==> config.mk <==
export PLATFORM = sky130hd
export DESIGN_NAME = maxnet_param_flat
export DESIGN_NICKNAME = d
export VERILOG_FILES = /design/src/rtl/maxnet_pkg.sv /design/src/rtl/maxnet_param_if.sv /design/src/rtl/maxnet_pe.sv /design/src/rtl/maxnet_param.sv /design/src/flat_wrapper.sv
export SDC_FILE = /design/constraint.sdc
export NUM_CORES = 1
export LEC_CHECK = 0
export BUFFER_PORTS_ARGS = -buffer_cell sky130_fd_sc_hd__buf_4
export CAP_MARGIN = 20
export CORE_UTILIZATION = 44
export DETAILED_ROUTE_END_ITERATION = 8
export HOLD_SLACK_MARGIN = 0.02
export PLACE_DENSITY = 0.72
export SYNTH_ARGS = -nofsm -noshare
export SYNTH_HDL_FRONTEND = slang
export SYNTH_SLANG_ARGS = --single-unit
==> constraint.sdc <==
create_clock -name clk -period 10.85 [get_ports clk]
set_input_delay 1.085 -clock clk [delete_from_list [all_inputs] [get_ports clk]]
set_output_delay 1.085 -clock clk [all_outputs]
set_load 0.05 [all_outputs]
==> src/rtl/maxnet_pkg.sv <==
// Shared types and arithmetic helpers for the MaxNet winner-take-all engine.
package maxnet_pkg;

   typedef enum logic [1:0] {
      S_IDLE = 2'd0,
      S_RUN  = 2'd1,
      S_DONE = 2'd2
   } state_e;

   // Why the run ended; published as the stalled/timeout flags in DONE.
   typedef enum logic [1:0] {
      END_SETTLED = 2'd0,
      END_STALL   = 2'd1,
      END_TIMEOUT = 2'd2
   } end_e;

   function automatic int clog2(input int v);
      int r;
      r = 0;
      for (int i = 0; i < 31; i++) begin
         if ((1 << i) < v) r = i + 1;
      end
      return (r < 1) ? 1 : r;
   endfunction

   function automatic logic signed [63:0] sat_w(input logic signed [63:0] v, input int w);
      logic signed [63:0] hi;
      logic signed [63:0] lo;
      hi = (64'sd1 <<< (w - 1)) - 64'sd1;
      lo = -hi - 64'sd1;
      if (v > hi) return hi;
      if (v < lo) return lo;
      return v;
   endfunction

   function automatic logic signed [63:0] relu(input logic signed [63:0] v);
      return (v < 64'sd0) ? 64'sd0 : v;
   endfunction

endpackage

==> src/rtl/maxnet_param_if.sv <==
// Start/done handshake and activation bus between the score producer and the MaxNet engine.
interface maxnet_param_if #(
   parameter int N        = 4,
   parameter int W        = 5,
   parameter int MAX_ITER = 15
);
   localparam int IW = maxnet_pkg::clog2(N);
   localparam int CW = maxnet_pkg::clog2(MAX_ITER + 1);

   logic                 start;
   logic signed [W-1:0]  epsilon;
   logic [N*W-1:0]       x_flat;
   logic                 busy;
   logic                 done;
   logic [N*W-1:0]       pu_out;
   logic [IW-1:0]        winner;
   logic                 winner_valid;
   logic                 stalled;
   logic                 timeout;
   logic [CW-1:0]        iter_count;

   modport master (
      output start, epsilon, x_flat,
      input  busy, done, pu_out, winner, winner_valid, stalled, timeout, iter_count
   );

   modport slave (
      input  start, epsilon, x_flat,
      output busy, done, pu_out, winner, winner_valid, stalled, timeout, iter_count
   );
endinterface

==> src/rtl/maxnet_pe.sv <==
// One MaxNet processing element: x' = relu(sat_W(x + floor(eps * (S - x) / 2^FRAC))).
module maxnet_pe
   import maxnet_pkg::*;
#(
   parameter int N    = 4,
   parameter int W    = 5,
   parameter int FRAC = 3
) (
   input  logic signed [W-1:0]          x_i,
   input  logic signed [W+clog2(N)-1:0] s_i,
   input  logic signed [W-1:0]          eps_i,
   output logic signed [W-1:0]          x_o
);
   localparam int SW = W + clog2(N);
   localparam int PW = W + SW + 1;

   logic signed [PW-1:0] diff;
   logic signed [PW-1:0] eps_ext;
   logic signed [PW-1:0] prod;
   logic signed [PW-1:0] shifted;
   logic signed [PW:0]   acc;

   always_comb begin
      diff    = PW'(s_i) - PW'(x_i);
      eps_ext = PW'(eps_i);
      prod    = diff * eps_ext;
      // Arithmetic shift rounds toward minus infinity, so small inhibitions still bite.
      shifted = prod >>> FRAC;
      acc     = (PW+1)'(x_i) + (PW+1)'(shifted);
      x_o     = W'(relu(sat_w(64'(acc), W)));
   end

endmodule

==> src/rtl/maxnet_param.sv <==
// Iterative MaxNet engine: FSM, activation registers, sum tree, convergence detection
// and winner encoding around N combinational PEs.
module maxnet_param
   import maxnet_pkg::*;
#(
   parameter int N        = 4,
   parameter int W        = 5,
   parameter int FRAC     = 3,
   parameter int MAX_ITER = 15
) (
   input  logic          clk,
   input  logic          rst,
   maxnet_param_if.slave bus
);
   localparam int SW = W + clog2(N);
   localparam int IW = clog2(N);
   localparam int CW = clog2(MAX_ITER + 1);
   localparam int NW = clog2(N + 1);

   state_e              state_q;
   end_e                end_q;
   logic signed [W-1:0] x_q [N];
   logic signed [W-1:0] x_d [N];
   logic                busy_q;
   logic                done_q;
   logic                wv_q;
   logic                stalled_q;
   logic                timeout_q;
   logic [IW-1:0]       winner_q;
   logic [CW-1:0]       iter_q;

   logic signed [SW-1:0] s_sum;
   logic [NW-1:0]        nz_cnt;
   logic [IW-1:0]        win_idx;
   logic                 changed;
   logic [N*W-1:0]       pu_flat;

   // NOTE: every always_comb output gets a default before the loop, so no latch is inferred;
   // blocking '=' is right here because the loop accumulates within one evaluation.
   always_comb begin
      s_sum   = '0;
      nz_cnt  = '0;
      win_idx = '0;
      pu_flat = '0;
      for (int i = 0; i < N; i++) begin
         s_sum = s_sum + SW'(x_q[i]);
         if (x_q[i] != '0) begin
            nz_cnt  = nz_cnt + NW'(1);
            win_idx = IW'(i);
         end
         pu_flat[i*W +: W] = x_q[i];
      end
   end

   for (genvar g = 0; g < N; g++) begin : g_pe
      maxnet_pe #(
         .N    (N),
         .W    (W),
         .FRAC (FRAC)
      ) u_pe (
         .x_i   (x_q[g]),
         .s_i   (s_sum),
         .eps_i (bus.epsilon),
         .x_o   (x_d[g])
      );
   end

   // Kept apart from the sum tree so the PE feedback path does not look like a loop.
   always_comb begin
      changed = 1'b0;
      for (int i = 0; i < N; i++) begin
         changed = changed | (x_d[i] != x_q[i]);
      end
   end

   // NOTE: sequential state uses '<=' only. The activation array is a handful of
   // flops that feed outputs, so it is reset like any other register.
   always_ff @(posedge clk or negedge rst) begin
      if (!rst) begin
         state_q   <= S_IDLE;
         end_q     <= END_SETTLED;
         busy_q    <= 1'b0;
         done_q    <= 1'b0;
         wv_q      <= 1'b0;
         stalled_q <= 1'b0;
         timeout_q <= 1'b0;
         winner_q  <= '0;
         iter_q    <= '0;
         for (int i = 0; i < N; i++) x_q[i] <= '0;
      end else begin
         unique case (state_q)
            S_IDLE: begin
               done_q <= 1'b0;
               if (bus.start) begin
                  for (int i = 0; i < N; i++) begin
                     x_q[i] <= W'(relu(64'($signed(bus.x_flat[i*W +: W]))));
                  end
                  iter_q    <= '0;
                  busy_q    <= 1'b1;
                  wv_q      <= 1'b0;
                  winner_q  <= '0;
                  stalled_q <= 1'b0;
                  timeout_q <= 1'b0;
                  end_q     <= END_SETTLED;
                  state_q   <= S_RUN;
               end
            end
            S_RUN: begin
               if (nz_cnt < NW'(2)) begin
                  end_q   <= END_SETTLED;
                  state_q <= S_DONE;
               end else if (!changed) begin
                  end_q   <= END_STALL;
                  state_q <= S_DONE;
               end else if (iter_q == CW'(MAX_ITER)) begin
                  end_q   <= END_TIMEOUT;
                  state_q <= S_DONE;
               end else begin
                  for (int i = 0; i < N; i++) x_q[i] <= x_d[i];
                  iter_q <= iter_q + CW'(1);
               end
            end
            S_DONE: begin
               done_q    <= 1'b1;
               busy_q    <= 1'b0;
               wv_q      <= (nz_cnt == NW'(1));
               winner_q  <= (nz_cnt == NW'(1)) ? win_idx : '0;
               stalled_q <= (end_q == END_STALL);
               timeout_q <= (end_q == END_TIMEOUT);
               state_q   <= S_IDLE;
            end
            default: state_q <= S_IDLE;
         endcase
      end
   end

   assign bus.busy         = busy_q;
   assign bus.done         = done_q;
   assign bus.pu_out       = pu_flat;
   assign bus.winner       = winner_q;
   assign bus.winner_valid = wv_q;
   assign bus.stalled      = stalled_q;
   assign bus.timeout      = timeout_q;
   assign bus.iter_count   = iter_q;

endmodule

==> src/flat_wrapper.sv <==
// flat-port wrapper written by rule: the top's interface ports become plain ports
module maxnet_param_flat import maxnet_pkg::*;
#(
   parameter int N        = 4,
   parameter int W        = 5,
   parameter int FRAC     = 3,
   parameter int MAX_ITER = 15
)
  (clk, rst, bus_start, bus_epsilon, bus_x_flat, bus_busy, bus_done, bus_pu_out, bus_winner, bus_winner_valid, bus_stalled, bus_timeout, bus_iter_count);
  maxnet_param_if #(.N(N), .W(W), .MAX_ITER(MAX_ITER)) bus_i ();
  input  logic clk;
  input  logic rst;
  input wire logic [$bits(bus_i.start)-1:0] bus_start;
  input wire logic [$bits(bus_i.epsilon)-1:0] bus_epsilon;
  input wire logic [$bits(bus_i.x_flat)-1:0] bus_x_flat;
  output wire logic [$bits(bus_i.busy)-1:0] bus_busy;
  output wire logic [$bits(bus_i.done)-1:0] bus_done;
  output wire logic [$bits(bus_i.pu_out)-1:0] bus_pu_out;
  output wire logic [$bits(bus_i.winner)-1:0] bus_winner;
  output wire logic [$bits(bus_i.winner_valid)-1:0] bus_winner_valid;
  output wire logic [$bits(bus_i.stalled)-1:0] bus_stalled;
  output wire logic [$bits(bus_i.timeout)-1:0] bus_timeout;
  output wire logic [$bits(bus_i.iter_count)-1:0] bus_iter_count;
  assign bus_i.start = bus_start;
  assign bus_i.epsilon = bus_epsilon;
  assign bus_i.x_flat = bus_x_flat;
  assign bus_busy = bus_i.busy;
  assign bus_done = bus_i.done;
  assign bus_pu_out = bus_i.pu_out;
  assign bus_winner = bus_i.winner;
  assign bus_winner_valid = bus_i.winner_valid;
  assign bus_stalled = bus_i.stalled;
  assign bus_timeout = bus_i.timeout;
  assign bus_iter_count = bus_i.iter_count;
  maxnet_param #(.N(N), .W(W), .FRAC(FRAC), .MAX_ITER(MAX_ITER)) u_core (.clk(clk), .rst(rst), .bus(bus_i));
endmodule
Word level (Yosys, flattened, before mapping)

Index checks and enable logic that the tools add are counted.

Reduce and logical (&&, ||, !) cells: 11
$add $sub $neg: 15
$mul: 4
Bitwise logic cells: 3
Muxes and demuxes: 71
Magnitude comparators: 17
Equality and inequality tests: 15

Operators by type and width:

| kind                  | number |
|---|---|
| $mux W64              | 16 |
| $lt A64 B1 Y1 const B | 4 |
| $mux W20              | 4 |
| $mul A8 B5 Y13        | 4 |
| $add A5 B10 Y11       | 4 |
| $gt A11 B5 Y1 const B | 4 |
| $lt A11 B5 Y1 const B | 4 |
| $mux W5               | 8 |
| $pmux W20 S2          | 1 |
| $sub A7 B5 Y8         | 4 |
| $lt A5 B1 Y1 const B  | 4 |
| $mux W2               | 10 |
| $ne A5 B5 Y1          | 4 |
| $reduce_bool A5 Y1    | 4 |
| $mux W1               | 16 |
| $mux W4               | 4 |
| $pmux W2 S2           | 3 |
| $pmux W1 S2           | 5 |
| $mux W3               | 3 |
| $pmux W4 S2           | 1 |
| $add A6 B5 Y7         | 1 |
| $add A7 B5 Y7         | 1 |
| $add A3 B1 Y3 const B | 2 |
| $add A5 B5 Y6         | 1 |
| 16 further kinds      | 24 |

Flip-flop bits (word level): 35
Bits of input ports: 28
Output and inout port bits: 31
Word-level logic and storage cells: 149

Depth between registers and ports, before layout

Word-level depth: 20
Gate-level depth with buffers: 50
Depth with buffers taken out: 48

Modules after synthesis

A second synthesis with hierarchy kept.

Cells, all modules: 1,362
Area, all modules: 11,578.6 µm²

Modules (own cells, without submodules):

| module                           | area an instance (µm²) | instances | cells each | seq. area each (µm²) |
|---|---|---|---|---|
| maxnet_param                     | 2,528.7                | 1         | 267        | 875.8 |
| maxnet_pe at u_core.g_pe[3].u_pe | 2,303.5                | 1         | 281        | 0.0 |
| maxnet_pe at u_core.g_pe[0].u_pe | 2,255.9                | 1         | 270        | 0.0 |
| maxnet_pe at u_core.g_pe[2].u_pe | 2,255.9                | 1         | 275        | 0.0 |
| maxnet_pe at u_core.g_pe[1].u_pe | 2,234.6                | 1         | 269        | 0.0 |

Worst setup path before layout

Ideal clock, no wire load.

Path kind: register to register
Start point: register u_core.x_q, in the netlist u_core.bus.pu_out[1]
End point: register u_core.x_q, in the netlist u_core.bus.pu_out[5]
Data required time: 10,722 ps
Library setup time: 128 ps
Path buffers: 1
Period minus slack after synthesis: 10,564 ps
Cell stages (with the launch flop): 47
Arrival time: 10,436 ps
Slack: 286 ps
Cells stage by stage: dfrtp_1 -> inv_1 -> fa_1 -> fa_1 -> inv_1 -> ha_1 -> inv_1 -> fa_1 -> inv_1 -> ha_1 -> a21o_1 -> a21oi_1 -> xnor2_1 -> nand2_1 -> fa_1 -> fa_1 -> fa_1 -> inv_1 -> (+11 left out) -> o211ai_1 -> nand3_1 -> o21ai_0 -> inv_1 -> or4_1 -> ha_1 -> nor2b_1 -> nand2_1 -> o221a_2 -> o2111ai_1 -> a2111oi_0 -> nand4_1 -> nor4_1 -> and4b_1 -> a31oi_4 -> nor2b_2 -> buf_6 -> mux2_1

Longest elaborated chain between the ends: 19
Elaborated cells on any way between the ends: 78
Classes of those cells: add/sub (14); mul (4); order compare (13); eq/ne (6); mux (36); bitwise (3); reduce/logical (2)

RTL lines:

| item                               | line               | RTL |
|---|---|---|
| start: declaration                 | maxnet_param.sv:22 | `logic signed [W-1:0] x_q [N];` |
| start signal: indexed assignment   | maxnet_param.sv:96 | `x_q[i] <= W'(relu(64'($signed(bus.x_flat[i*W +: W]))));` |
| $add A5 B5 Y6                      | maxnet_param.sv:46 | `s_sum = s_sum + SW'(x_q[i]);` |
| $add A6 B5 Y7                      | maxnet_param.sv:46 |  |
| $add A7 B5 Y7                      | maxnet_param.sv:46 |  |
| $sub A7 B5 Y8                      | maxnet_pe.sv:24    | `diff = PW'(s_i) - PW'(x_i);` |
| $mul A8 B5 Y13                     | maxnet_pe.sv:26    | `prod = diff * eps_ext;` |
| $add A5 B10 Y11                    | maxnet_pe.sv:29    | `acc = (PW+1)'(x_i) + (PW+1)'(shifted);` |
| $lt A11 B5 Y1                      | maxnet_pkg.sv:32   | `if (v < lo) return lo;` |
| $mux W1 (2 in a row)               | maxnet_pkg.sv:32   |  |
| $mux W64                           | maxnet_pkg.sv:33   | `return v;` |
| $mux W64                           | maxnet_pkg.sv:32   |  |
| $lt A64 B1 Y1                      | maxnet_pkg.sv:37   | `return (v < 64'sd0) ? 64'sd0 : v;` |
| $mux W5                            | maxnet_pkg.sv:37   |  |
| $ne A5 B5 Y1                       | maxnet_param.sv:72 | `changed = changed \| (x_d[i] != x_q[i]);` |
| $or A1 B1 Y1 (3 in a row)          | maxnet_param.sv:72 |  |
| $ne A2 B1 Y1 (no source line)      | n/a                |  |
| $reduce_and A5 Y1 (no source line) | n/a                |  |

Several ways; a longest one is shown, not always the timed one. The select of a mux whose other input is x is not followed.
A chain may end at the register's enable or synchronous reset.

Final worst setup path

Start point: register u_core.x_q, in the netlist u_core.bus.pu_out[2]
End point: register u_core.x_q, in the netlist u_core.bus.pu_out[18]

Same word-level chain as after synthesis.

==> results.ini <==
[critical_path]
regToRegStartpoint=u_core.bus.pu_out[2]$_DFFE_PN0P_
worstPathArrival_ns=10.64
crit_type=flip-flop to flip-flop
path_max_fanout=7
cpMaxStageDelayCell=fa_1
r2r_end=u_core.bus.pu_out[18]$_DFFE_PN0P_
reg2reg_slack_ns=0.41
crit_required_ns=11.05
cp-end-kind=flip-flop
cp-start-kind=flip-flop
slowest_delay_ns=0.54
rr_worst_depth=44

[hold_path]
hp-class=flip-flop to flip-flop
worst_hold_path.endpoint=u_core.bus.stalled$_DFFE_PN0P_
min_from=u_core.bus.stalled$_DFFE_PN0P_
holdPathStages=2

[cts]
cts_max_path_buffers=2
h-tree-depth=2
clk_latency_ns=0.28
clk_pin_slew_ns=0.06
cts.sinks=35
cts_tree=yes
cts_buffers=5
cts_root_buf=clkbuf_16

[global_routing]
gr-total-overflow=0
antenna_found_initial=0
grt_max_degree=36
grt_pass1_wl_um=47500
grt_usage_pct=22.2
grt_pass1_vias=9805

[synthesis]
synth-edff-count=0
ys_seq_elements=35
avgSynthCellArea_um2=8.23
synthTopCellsByCount=inv_1 (239), ha_1 (166), fa_1 (115)
synth.largest_area_cell=fa_1
synth_warnings=0
yosys.area_share.simple_pct=16.8
async_flop_share_pct=100
synth_xor_area_share_pct=8.12
synth_mux_area_share_pct=2.53
synth.yosys.seq_area_share_pct=7.66
synth_top_area_share_pct=20.1
ys.flop_type=dfrtp_1
synth.distinct_cells=75
netlist_area_um2=11400
syn-num-nets=1697
synth_fa_ha_area_share_pct=38.3
synth_area_leaders=fa_1 (20%), ha_1 (18%), inv_1 (7.8%)
synth_cells=1388
synth_top_family_by_area=adder cells
synth_compound_area_share_pct=17.8
synth.most_common_cell=inv_1

[route]
maxUsedRoutingLayer=met4
post-route-drc-count=0
wl_met1_um=13000
route.met3.wl_um=1760
drtPass1Iterations=5
wirelength_um=29500
vias=10100
wl_per_cell_um=16.2
routed_via_density=5.54
ant_nets=0
initialDrtViolationCount=751
wl_met2_um=13800

[timing]
setup_viol=0
max-slew-margin-rel_pct=53.8
worst_slack_ns=0.409
worstMarginPinSlew_ns=0.691
clock.fmax_mhz=95.8
setup_tns_ns=0
post-route-min-period_ns=10.44
hold_viol_final=0
drv_slew=0
post-route-period-util_pct=96.2
fin_skew_ns=0.00453

[die]
die_y_um=163
start_util_pct=45.1
design.core.area_um2=25300
rows=58
die_w_um=163
dieArea_um2=26600
boundaryPins=59

[status]
status=complete, no violations

[placement]
pre_cts_ws_ns=-0.0109
port_buffers=58
gp_congestion=0.950
dpl.hpwl_um=24400

[finish]
nets=1800
drive_gt1_share_pct=15.6
fill_cells=2327
n_antenna_cell=0
syn_to_final_growth_pct=15.8

[job]
drv_cap=0

[placed cells by master, fill, tap and decap left out, types with 36 or more instances in the layout]
master     n
inv_1    235
ha_1     157
buf_4    118
fa_1     114
nand2_1   86
a21oi_1   74
and2_1    74
nor2_1    72
xnor2_1   68
a21o_1    37
nor2b_1   36
[cell families (layout without fill, tap and decap cells)]
family                     after synthesis  count (layout)
xor gates and xnor gates               106             106
AOI/OAI and AO/OA                      303             303
and+or+nand+nor                        372             372
muxes                                   28              28
buffers and inverters                  263             366
adders and majority gates              281             281
DFF                                     35              35
[critical path, delay by kind of cell, from the launching register on]
family | cells | cell delay [ns]
DFF | 1 | 0.35
muxes | 1 | 0.21
AOI/OAI and AO/OA | 15 | 2.98
buffers and inverters | 8 | 0.74
adders and majority gates | 10 | 4.23
xor gates and xnor gates | 1 | 0.15
and+or+nand+nor | 9 | 1.72
[worst max path at each step]
stage,start,endpoint,depth (start not counted)
after floorplan,u_core.bus.pu_out[1]$_DFFE_PN0P_,u_core.bus.pu_out[5]$_DFFE_PN0P_,46
after global placement,u_core.bus.pu_out[6]$_DFFE_PN0P_,u_core.bus.pu_out[10]$_DFFE_PN0P_,43
after detailed placement,u_core.bus.pu_out[6]$_DFFE_PN0P_,u_core.bus.pu_out[18]$_DFFE_PN0P_,43
after CTS,u_core.bus.pu_out[6]$_DFFE_PN0P_,u_core.bus.pu_out[18]$_DFFE_PN0P_,45
after global routing,u_core.bus.pu_out[1]$_DFFE_PN0P_,u_core.bus.pu_out[18]$_DFFE_PN0P_,45
final,u_core.bus.pu_out[2]$_DFFE_PN0P_,u_core.bus.pu_out[18]$_DFFE_PN0P_,44
[cell type report]
cell class,count,area [um^2],share of cell area [%]
clock buffers,6,139,1.05
clock inverters,1,5.00,0.0378
inverters,240,901,6.81
multi-input cells,1090,9990,75.5
flip-flops and latches,35,876,6.62
well taps,330,413,3.12
repair buffers,119,906,6.85
[timing repair]
action                                  in CTS  in global routing
setup buffers                                0                  7
resized for setup                            4                 95
hold buffers                                 0                  0
endpoints found under the setup margin       9                 28
pin swaps                                    0                 19
[metal layers]
layer	GRT usage [%]	up-vias
met2	37.8	343
met5	0	-
met4	6.92	0
met1	29.5	4834
met3	1.90	61
li1	-	4858
[registers in the layout, indices dropped and copies added, names as in the netlist]
signal	cells
u_core.bus.busy	1
u_core.bus.stalled	1
u_core.state_q	2
u_core.bus.done	1
u_core.bus.winner	2
u_core.end_q	2
u_core.bus.pu_out	20
u_core.bus.winner_valid	1
u_core.bus.timeout	1
u_core.bus.iter_count	4
[stage by stage]
stage               cells  cell area (um^2)  utilization [%]  hold slack [ns]
finish               1821             13200             52.2            0.487
global route         1821             13200             52.2            0.498
CTS                  1814             12800             50.4            0.490
detailed placement   1807             12600             49.7            0.472
global placement     1807             12600             49.7            0.471
floorplan            1388             11400                -            0.463
Power is left out: the tool's default activity adds up to more than one toggle a clock period on the data nets, which glitch-free logic cannot reach.
